===== src/rtl/unsigned_mult_pkg.sv =====
// Shared constants for the sequential shift-add unsigned multiplier.
package unsigned_mult_pkg;

  localparam int DEF_WIDTH = 32;
  localparam int CNT_W     = $clog2(DEF_WIDTH) + 1;

  localparam logic [1:0] IDLE = 2'd0;
  localparam logic [1:0] RUN  = 2'd1;
  localparam logic [1:0] DONE = 2'd2;

endpackage


===== src/rtl/unsigned_multiplier_if.sv =====
// Start/ready handshake bundle between a requester (master) and the multiplier (slave).
interface unsigned_multiplier_if #(parameter int WIDTH = 32);

  logic                 start;
  logic [WIDTH-1:0]     A;
  logic [WIDTH-1:0]     B;
  logic [2*WIDTH-1:0]   product;
  logic                 ready;
  logic                 busy;

  modport master (output start, A, B, input product, ready, busy);
  modport slave  (input start, A, B, output product, ready, busy);

endinterface


===== src/rtl/unsigned_mult_step.sv =====
// One add-and-shift iteration: conditionally add mcand into the high half, then shift right.
module unsigned_mult_step
  import unsigned_mult_pkg::*;
#(
  parameter int WIDTH = DEF_WIDTH
) (
  input  logic [2*WIDTH-1:0] product,
  input  logic [WIDTH-1:0]   mcand,
  output logic [2*WIDTH-1:0] product_nxt
);

  logic [WIDTH:0] sum;

  // The carry out of the high-half add lands in the MSB after the shift.
  always_comb begin
    sum         = {1'b0, product[2*WIDTH-1:WIDTH]} + (product[0] ? {1'b0, mcand} : '0);
    product_nxt = {sum, product[WIDTH-1:1]};
  end

endmodule


===== src/rtl/unsigned_multiplier.sv =====
// Sequential unsigned multiplier retiring one multiplier bit per clock.
//   state | meaning
//   IDLE  | no result yet since reset
//   RUN   | iterating, product holds partial sums
//   DONE  | result held in product, ready high
module unsigned_multiplier
  import unsigned_mult_pkg::*;
#(
  parameter int WIDTH = DEF_WIDTH
) (
  input  logic                 clk,
  input  logic                 rst_n,
  unsigned_multiplier_if.slave bus
);

  localparam int             CW   = $clog2(WIDTH) + 1;
  localparam logic [CW-1:0]  LAST = CW'(WIDTH - 1);

  logic [1:0]         state;
  logic [CW-1:0]      cnt;
  logic [WIDTH-1:0]   mcand;
  logic [2*WIDTH-1:0] product_r;
  logic [2*WIDTH-1:0] product_nxt;
  logic               ready_r;
  logic               busy_r;

  unsigned_mult_step #(.WIDTH(WIDTH)) u_step (
    .product     (product_r),
    .mcand       (mcand),
    .product_nxt (product_nxt)
  );

  always_ff @(posedge clk or negedge rst_n) begin
    if (!rst_n) begin
      state     <= IDLE;
      cnt       <= '0;
      mcand     <= '0;
      product_r <= '0;
      ready_r   <= 1'b0;
      busy_r    <= 1'b0;
    end else begin
      case (state)
        IDLE, DONE: begin
          if (bus.start) begin
            mcand     <= bus.A;
            product_r <= {{WIDTH{1'b0}}, bus.B};
            cnt       <= '0;
            ready_r   <= 1'b0;
            busy_r    <= 1'b1;
            state     <= RUN;
          end
        end
        RUN: begin
          // start is deliberately ignored here, including on the completing edge.
          product_r <= product_nxt;
          cnt       <= cnt + 1'b1;
          if (cnt == LAST) begin
            state   <= DONE;
            busy_r  <= 1'b0;
            ready_r <= 1'b1;
          end
        end
        default: state <= IDLE;
      endcase
    end
  end

  assign bus.product = product_r;
  assign bus.ready   = ready_r;
  assign bus.busy    = busy_r;

endmodule


===== src/flat_wrapper.sv =====
// flat-port wrapper written by rule: the top's interface ports become plain ports
module unsigned_multiplier_flat import unsigned_mult_pkg::*;
#(
  parameter int WIDTH = DEF_WIDTH
)
  (clk, rst_n, bus_start, bus_A, bus_B, bus_product, bus_ready, bus_busy);
  unsigned_multiplier_if #(.WIDTH(WIDTH)) bus_i ();
  input  logic clk;
  input  logic rst_n;
  input wire logic [$bits(bus_i.start)-1:0] bus_start;
  input wire logic [$bits(bus_i.A)-1:0] bus_A;
  input wire logic [$bits(bus_i.B)-1:0] bus_B;
  output wire logic [$bits(bus_i.product)-1:0] bus_product;
  output wire logic [$bits(bus_i.ready)-1:0] bus_ready;
  output wire logic [$bits(bus_i.busy)-1:0] bus_busy;
  assign bus_i.start = bus_start;
  assign bus_i.A = bus_A;
  assign bus_i.B = bus_B;
  assign bus_product = bus_i.product;
  assign bus_ready = bus_i.ready;
  assign bus_busy = bus_i.busy;
  unsigned_multiplier #(.WIDTH(WIDTH)) u_core (.clk(clk), .rst_n(rst_n), .bus(bus_i));
endmodule

===== config.mk =====
export PLATFORM = sky130hd
export DESIGN_NAME = unsigned_multiplier_flat
export DESIGN_NICKNAME = d
export VERILOG_FILES = /design/src/rtl/unsigned_mult_pkg.sv /design/src/rtl/unsigned_multiplier_if.sv /design/src/rtl/unsigned_mult_step.sv /design/src/rtl/unsigned_multiplier.sv /design/src/flat_wrapper.sv
export SDC_FILE = /design/constraint.sdc
export NUM_CORES = 1
export LEC_CHECK = 0
export CAP_MARGIN = 20
export CORE_ASPECT_RATIO = 0.9
export CORE_MARGIN = 1.5
export CORE_UTILIZATION = 43
export CTS_CLUSTER_DIAMETER = 150
export DETAILED_ROUTE_END_ITERATION = 8
export GPL_TIMING_DRIVEN = 0
export PLACE_DENSITY = 0.76
export SYNTH_ARGS = -nofsm -noshare
export SYNTH_HDL_FRONTEND = slang
export SYNTH_HIERARCHICAL = 1
export SYNTH_SLANG_ARGS = --single-unit

===== constraint.sdc =====
create_clock -name clk -period 2.6 [get_ports clk]
set_input_delay 0.39 -clock clk [delete_from_list [all_inputs] [get_ports clk]]
set_output_delay 0.39 -clock clk [all_outputs]
set_load 0.01 [all_outputs]

==> results.yml, run 1 <==
status:
  outcome: "finished with violations"
  violations: "negative setup slack"
power:
  p_seq_frac: 0.290
  p_switching_mw: 3.50
  cellLeakagePower_nw: 4.17
  p_sw_frac: 0.373
  clkPwrFrac: 0.153
  irDropWorstVdd_uv: 481
  p_int_mw: 5.88
  pwr_density_cell_nw_per_um2: 1060
  pwr-share-comb: 0.557
worst_setup_path:
  max_stage_delay_ns: 0.46
  crit_required_ns: 2.84
  crit_arrival_ns: 3.18
  path_max_fanout: 10
  cp-end-kind: "flop"
  path_class: "flop to flop"
  start_kind: "flop"
  slowest_stage: "dfrtp_2"
  crit_top_cell: "a21o_1"
  crit_chain: "clkbuf_4, and2_1, ha_1, a21o_1, a31oi_1, o31ai_4, buf_4, a21o_1, a21oi_2, o21ai_2, xor2_1, a22o_1"
clock_tree:
  cts_made_buffers: 9
  clockRootBuffer: "clkbuf_16"
  holdBufCountCts: 0
  htree_levels: 3
  cts_tree: "built"
  worstSkewPairLatency_ns: 0.36
  clkTransAtPathRegs_ns: 0.08
  cts_sinks: 106
  cts_buffer_depth: 2
route:
  drtPass1Iterations: 5
  ant_nets: 0
  drt-wirelength-per-cell_um: 15.5
  via_count: 5606
  drtIter0Drc: 415
  avgViaCountPerCell: 5.19
  wl_mm: 16.7
  drc: 0
placed_design:
  portBuffers: 132
  dp_slack_ns: -0.479
  gp_congestion: 0.882
  dpl.hpwl_mm: 11.8
yosys:
  synth_most_common_cell: "nand2_1"
  synthTopCellsByArea: "dfrtp_1 (41%), nand2_1 (11%), ha_1 (6.4%)"
  ys_top_cells_by_count: "nand2_1 (186), dfrtp_1 (106), nor2_1 (47)"
  post-synth-top-area-fraction: 0.412
  synthFlopType: "dfrtp_1"
  async_flop_share: 1.00
  syn_area_um2: 6430
  avgSynthCellArea_um2: 8.95
  ys_ff_latch: 106
  syn_nets: 820
  syn_inst: 719
  yosysWarnings: 6
  synth-seq-area-share: 0.412
  synth_enable_flop_cells: 0
  synth_cell_types: 58
  synth_top_area_cell: "dfrtp_1"
sta:
  finalCriticalPeriod_ns: 2.94
  finClkSkew_ns: 0.0146
  relSlewSlack: 0.529
  worst_slack_ns: -0.336
  rsz0062_at_grt: "yes"
  post-route-period-util: 1.13
  slew_violations: 0
  tightestPinTransition_ns: 0.706
  hold_viol_final: 0
  max_clock_freq_mhz: 341
  finalSetupViolCount: 19
die:
  rows: 42
  initial_core_util: 0.439
  fp.dieArea_um2: 15700
  die_height_um: 119
  core_area_um2: 14700
  die-width_um: 132
  io_pins: 133
global_route:
  grt_overflow: 0
  grt_pass1_vias: 5493
  grt_use_total: 0.216
  grt_pass1_wl_mm: 27.4
  grt_start_max_net_pins: 55
  antenna_found_initial: 0
finish:
  finish.utilization: 0.602
  area_growth_pct: 37.1
  fill_cells: 1239
  multi_input_area_um2: 3660
  nets: 979
  drive_above_1_share: 0.180
  diodes: 0
  regArea_um2: 2650
flow_run:
  max_cap_viol_count: 0
worst_hold_path:
  hold_path.class: "input port to async pin"
final timing paths:
kind / startpoint / end / depth (start not counted) / slack (ns)
setup / recovery: u_core/bus.product[0]$_DFFE_PN0P_ / u_core/bus.product[49]$_DFFE_PN0P_ / 12 / -0.34
hold / removal: rst_n / u_core/bus.product[46]$_DFFE_PN0P_ / 1 / 0.09
setup reg to reg: u_core/bus.product[0]$_DFFE_PN0P_ / u_core/bus.product[49]$_DFFE_PN0P_ / 12 / -0.34
hold reg to reg: u_core/mcand[6]$_DFFE_PN0P_ / u_core/mcand[6]$_DFFE_PN0P_ / 2 / 0.47
max in group asynchronous: rst_n / u_core/cnt[3]$_DFFE_PN0P_ / 2 / 1.80
min in group clk: u_core/mcand[6]$_DFFE_PN0P_ / u_core/mcand[6]$_DFFE_PN0P_ / 2 / 0.47
sequential cells by signal, indices dropped and copies added (netlist names):
signal / count
u_core/bus.ready: 1
u_core/cnt: 6
u_core/state: 2
u_core/bus.product: 64
u_core/bus.busy: 1
u_core/mcand: 32
routing by layer:
layer  routed length, um  vias up  part of all wire  track usage
met4                 276        0             0.017       0.0854
met3                 828       21             0.050       0.0485
met2                7860      131              0.47        0.344
met1                7760     2659              0.46        0.287
li1                    -     2795                 -            -
met5                   0        -                 0            0
critical path, delay by kind of cell, from the launching register on:
| family | cells | cell delay, ns |
|---|---|---|
| and+or+nand+nor | 1 | 0.17 |
| adders and majority gates | 1 | 0.37 |
| buffers and inverters | 2 | 0.37 |
| AOI/OAI and AO/OA | 7 | 1.32 |
| DFF | 1 | 0.46 |
| xor gates and xnor gates | 1 | 0.15 |
kinds of logic (layout without fill, tap and decap cells):
group,count (synthesis),in the layout,share of synthesized area
buf+inv,74,238,0.0731
compound gates,173,173,0.202
flops,106,106,0.412
simple gates,300,300,0.202
fa+ha+maj,34,34,0.0673
xor+xnor,30,30,0.0408
mux,2,2,0.00331
what timing repair did:
item | 4_1_cts | 5_1_grt
endpoints found under the setup margin | 24 | 20
gates resized for setup | 38 | 25
pin swaps | 12 | 14
setup buffers | 7 | 9
stage by stage:
step / instance area [um^2] / TNS, ns / hold WS (ns) / power, mW / std cells
after floorplan: 6450 / -0.0566 / 0.0944 / 5.57 / 719
after global placement: 8020 / -326.25 / 0.452 / 7.21 / 1049
after detailed placement: 8050 / -7.55 / 0.461 / 7.29 / 1050
after CTS: 8610 / -3.12 / 0.103 / 9.12 / 1073
after global routing: 8820 / -5.71 / 0.142 / 9.97 / 1081
final: 8820 / -3.61 / 0.0876 / 9.37 / 1081
placed cells by master (no fill, tap or decap), types with 3 or more instances in the layout:
cell and instances:
nand3_1 8, clkdlybuf4s50_1 131, buf_4 56, a21o_1 23, a21oi_1 15, and2_1 28, a22o_1 34, a21oi_2 7
o211ai_1 3, ha_1 18, buf_6 3, o21a_1 4, nand2b_1 3, nor2b_1 3, ha_4 11, ha_2 4
o21ai_1 5, dfrtp_1 105, o21bai_1 4, xnor2_1 15, inv_1 7, xor2_1 14, nand4_1 5, clkbuf_16 9
and2_4 4, o21ai_2 4, nand2_1 184, a31oi_1 37, nor3_1 3, buf_2 19, a21oi_4 4, o21ai_0 5
nor2_1 47
final cells by class:
type                    count  share of cell area
multi-input cells         539               0.415
flip-flops and latches    106               0.301
repair buffers            148               0.166
plain buffers              67              0.0523
well taps                 198              0.0281
clock buffers               9              0.0255
clock inverters             7             0.00950
inverters                   7             0.00298
power by group through the flow:
stage	sequential, mW	combinational, mW	clock, mW
detailed placement	2.71	4.58	0
finish	2.72	5.22	1.43
global route	2.80	5.63	1.53
floorplan	2.84	2.73	0
CTS	2.71	4.94	1.47
global placement	2.70	4.51	0
Power figures use the tool's default switching activity.
==> run 2, diff against run 1 <==
CORE_ASPECT_RATIO = not set   (was 0.9)
==> results.yml, run 2 (synthesized netlist as in run 1, its figures left out) <==
status:
  outcome: "finished with violations"
  violations: "negative setup slack"
sta:
  post-route-period-util: 1.11
  rsz0062_at_grt: "yes"
  finalSetupViolCount: 16
  finalCriticalPeriod_ns: 2.89
  slew_violations: 0
  worst_slack_ns: -0.288
  relSlewSlack: 0.520
  finClkSkew_ns: 0.0135
  max_clock_freq_mhz: 346
  timing.hold.ws_ns: 0.0851
  hold_viol_final: 0
  tightestPinTransition_ns: 0.719
  setup_tns_ns: -2.65
finish:
  final_cell_mix: "nand2_1 (184), clkdlybuf4s50_1 (131), dfrtp_1 (105), buf_4 (61), nor2_1 (46)"
  drive_above_1_share: 0.190
  fin_area_um2: 8880
  largest_reg_flops: 64
  diodes: 0
  stdcell_count: 1072
  nets: 984
  area_growth_pct: 38.0
  finish.utilization: 0.609
  layout_commonest_cell: "nand2_1"
die:
  initial_core_util: 0.441
  rows: 44
  die-width_um: 125
  fp.dieArea_um2: 15700
  die_height_um: 125
  core_area_um2: 14600
  io_pins: 133
power:
  p_int_mw: 5.92
  p_total_mw: 9.47
  p_switching_mw: 3.55
  pwr-share-comb: 0.560
  clkPwrFrac: 0.152
  pwr_density_cell_nw_per_um2: 1070
  cellLeakagePower_nw: 4.19
  irDropWorstVdd_uv: 492
  p_seq_frac: 0.288
  p_sw_frac: 0.375
route:
  drtIter0Drc: 322
  drt-wirelength-per-cell_um: 16.2
  ant_nets: 0
  via_count: 5799
  drc: 0
  drtPass1Iterations: 5
  avgViaCountPerCell: 5.41
  wl_mm: 17.3
worst_setup_path:
  crit_required_ns: 2.85
  path_max_fanout: 6
  cp-end-kind: "flop"
  crit_arrival_ns: 3.14
  start_kind: "flop"
  path_class: "flop to flop"
global_route:
  grt_use_total: 0.217
  grt_pass1_vias: 5712
  grt_pass1_wl_mm: 27.8
  antenna_found_initial: 1
  grt_start_max_net_pins: 55
  grt_overflow: 0
clock_tree:
  cts_buffer_depth: 2
  clockRootBuffer: "clkbuf_16"
  cts_tree: "built"
  cts_made_buffers: 9
  clkTransAtPathRegs_ns: 0.07
  worstSkewPairLatency_ns: 0.36
  cts_sinks: 106
  htree_levels: 3
  holdBufCountCts: 0
placed_design:
  gp_congestion: 0.827
  portBuffers: 132
  dpl.hpwl_mm: 12.0
  postPlaceCellArea_um2: 8030
  dp_slack_ns: -0.510
  placed_cells: 1036
flow_run:
  max_cap_viol_count: 0
worst_hold_path:
  hold_path.class: "input port to async pin"
## run 2: critical path, cell delays in order (launching register included)
cell	delay, ns
dfrtp_2	0.46
and2_4	0.16
ha_4	0.15
fa_2	0.34
a211o_1	0.31
a211oi_4	0.33
o31ai_4	0.14
a31oi_4	0.25
o211a_1	0.19
o21ai_2	0.07
a21o_1	0.16
a22o_1	0.20
## run 2: worst paths after layout
check,end,from,slack [ns],cells after the start
worst min-delay path,u_core/mcand[16]$_DFFE_PN0P_,rst_n,0.09,1
max in group asynchronous,u_core/bus.product[0]$_DFFE_PN0P_,rst_n,1.81,2
worst max register to register,u_core/bus.product[63]$_DFFE_PN0P_,u_core/bus.product[0]$_DFFE_PN0P_,-0.29,11
worst max-delay path,u_core/bus.product[63]$_DFFE_PN0P_,u_core/bus.product[0]$_DFFE_PN0P_,-0.29,11
min in group clk,u_core/mcand[11]$_DFFE_PN0P_,u_core/mcand[11]$_DFFE_PN0P_,0.48,2
worst min register to register,u_core/mcand[11]$_DFFE_PN0P_,u_core/mcand[11]$_DFFE_PN0P_,0.48,2
## run 2: power groups by stage
stage,Sequential (mW),Combinational (mW),Clock (mW)
5_1_grt,2.81,5.71,1.54
4_1_cts,2.72,4.99,1.47
2_1_floorplan,2.84,2.73,0
3_3_place_gp,2.71,4.49,0
3_5_place_dp,2.71,4.58,0
6_report,2.73,5.30,1.44
## run 2: layout make-up
class | count | area [um^2]
multi-input cells | 539 | 3690
fillers | 1203 | 5710
plain buffers | 67 | 468
well taps | 184 | 230
inverters | 7 | 26.3
clock inverters | 6 | 71.3
flip-flops and latches | 106 | 2650
clock buffers | 10 | 239
repair buffers | 153 | 1500
## run 2: timing repair
item                                   in CTS  in global routing
resized for setup                          45                 29
cloned                                      0                  0
endpoints found under the hold margin       0                  0
setup endpoints to repair                  24                 20
setup buffers                              12                  8
pin swaps                                  18                 11
## run 2: metal layers
metal | track usage | vias to the layer above | part of all wire
li1 | - | 2789 | -
met1 | 0.279 | 2823 | 0.45
met3 | 0.0633 | 25 | 0.059
met5 | 0 | - | 0.00069
met4 | 0.0588 | 2 | 0.017
met2 | 0.356 | 160 | 0.48
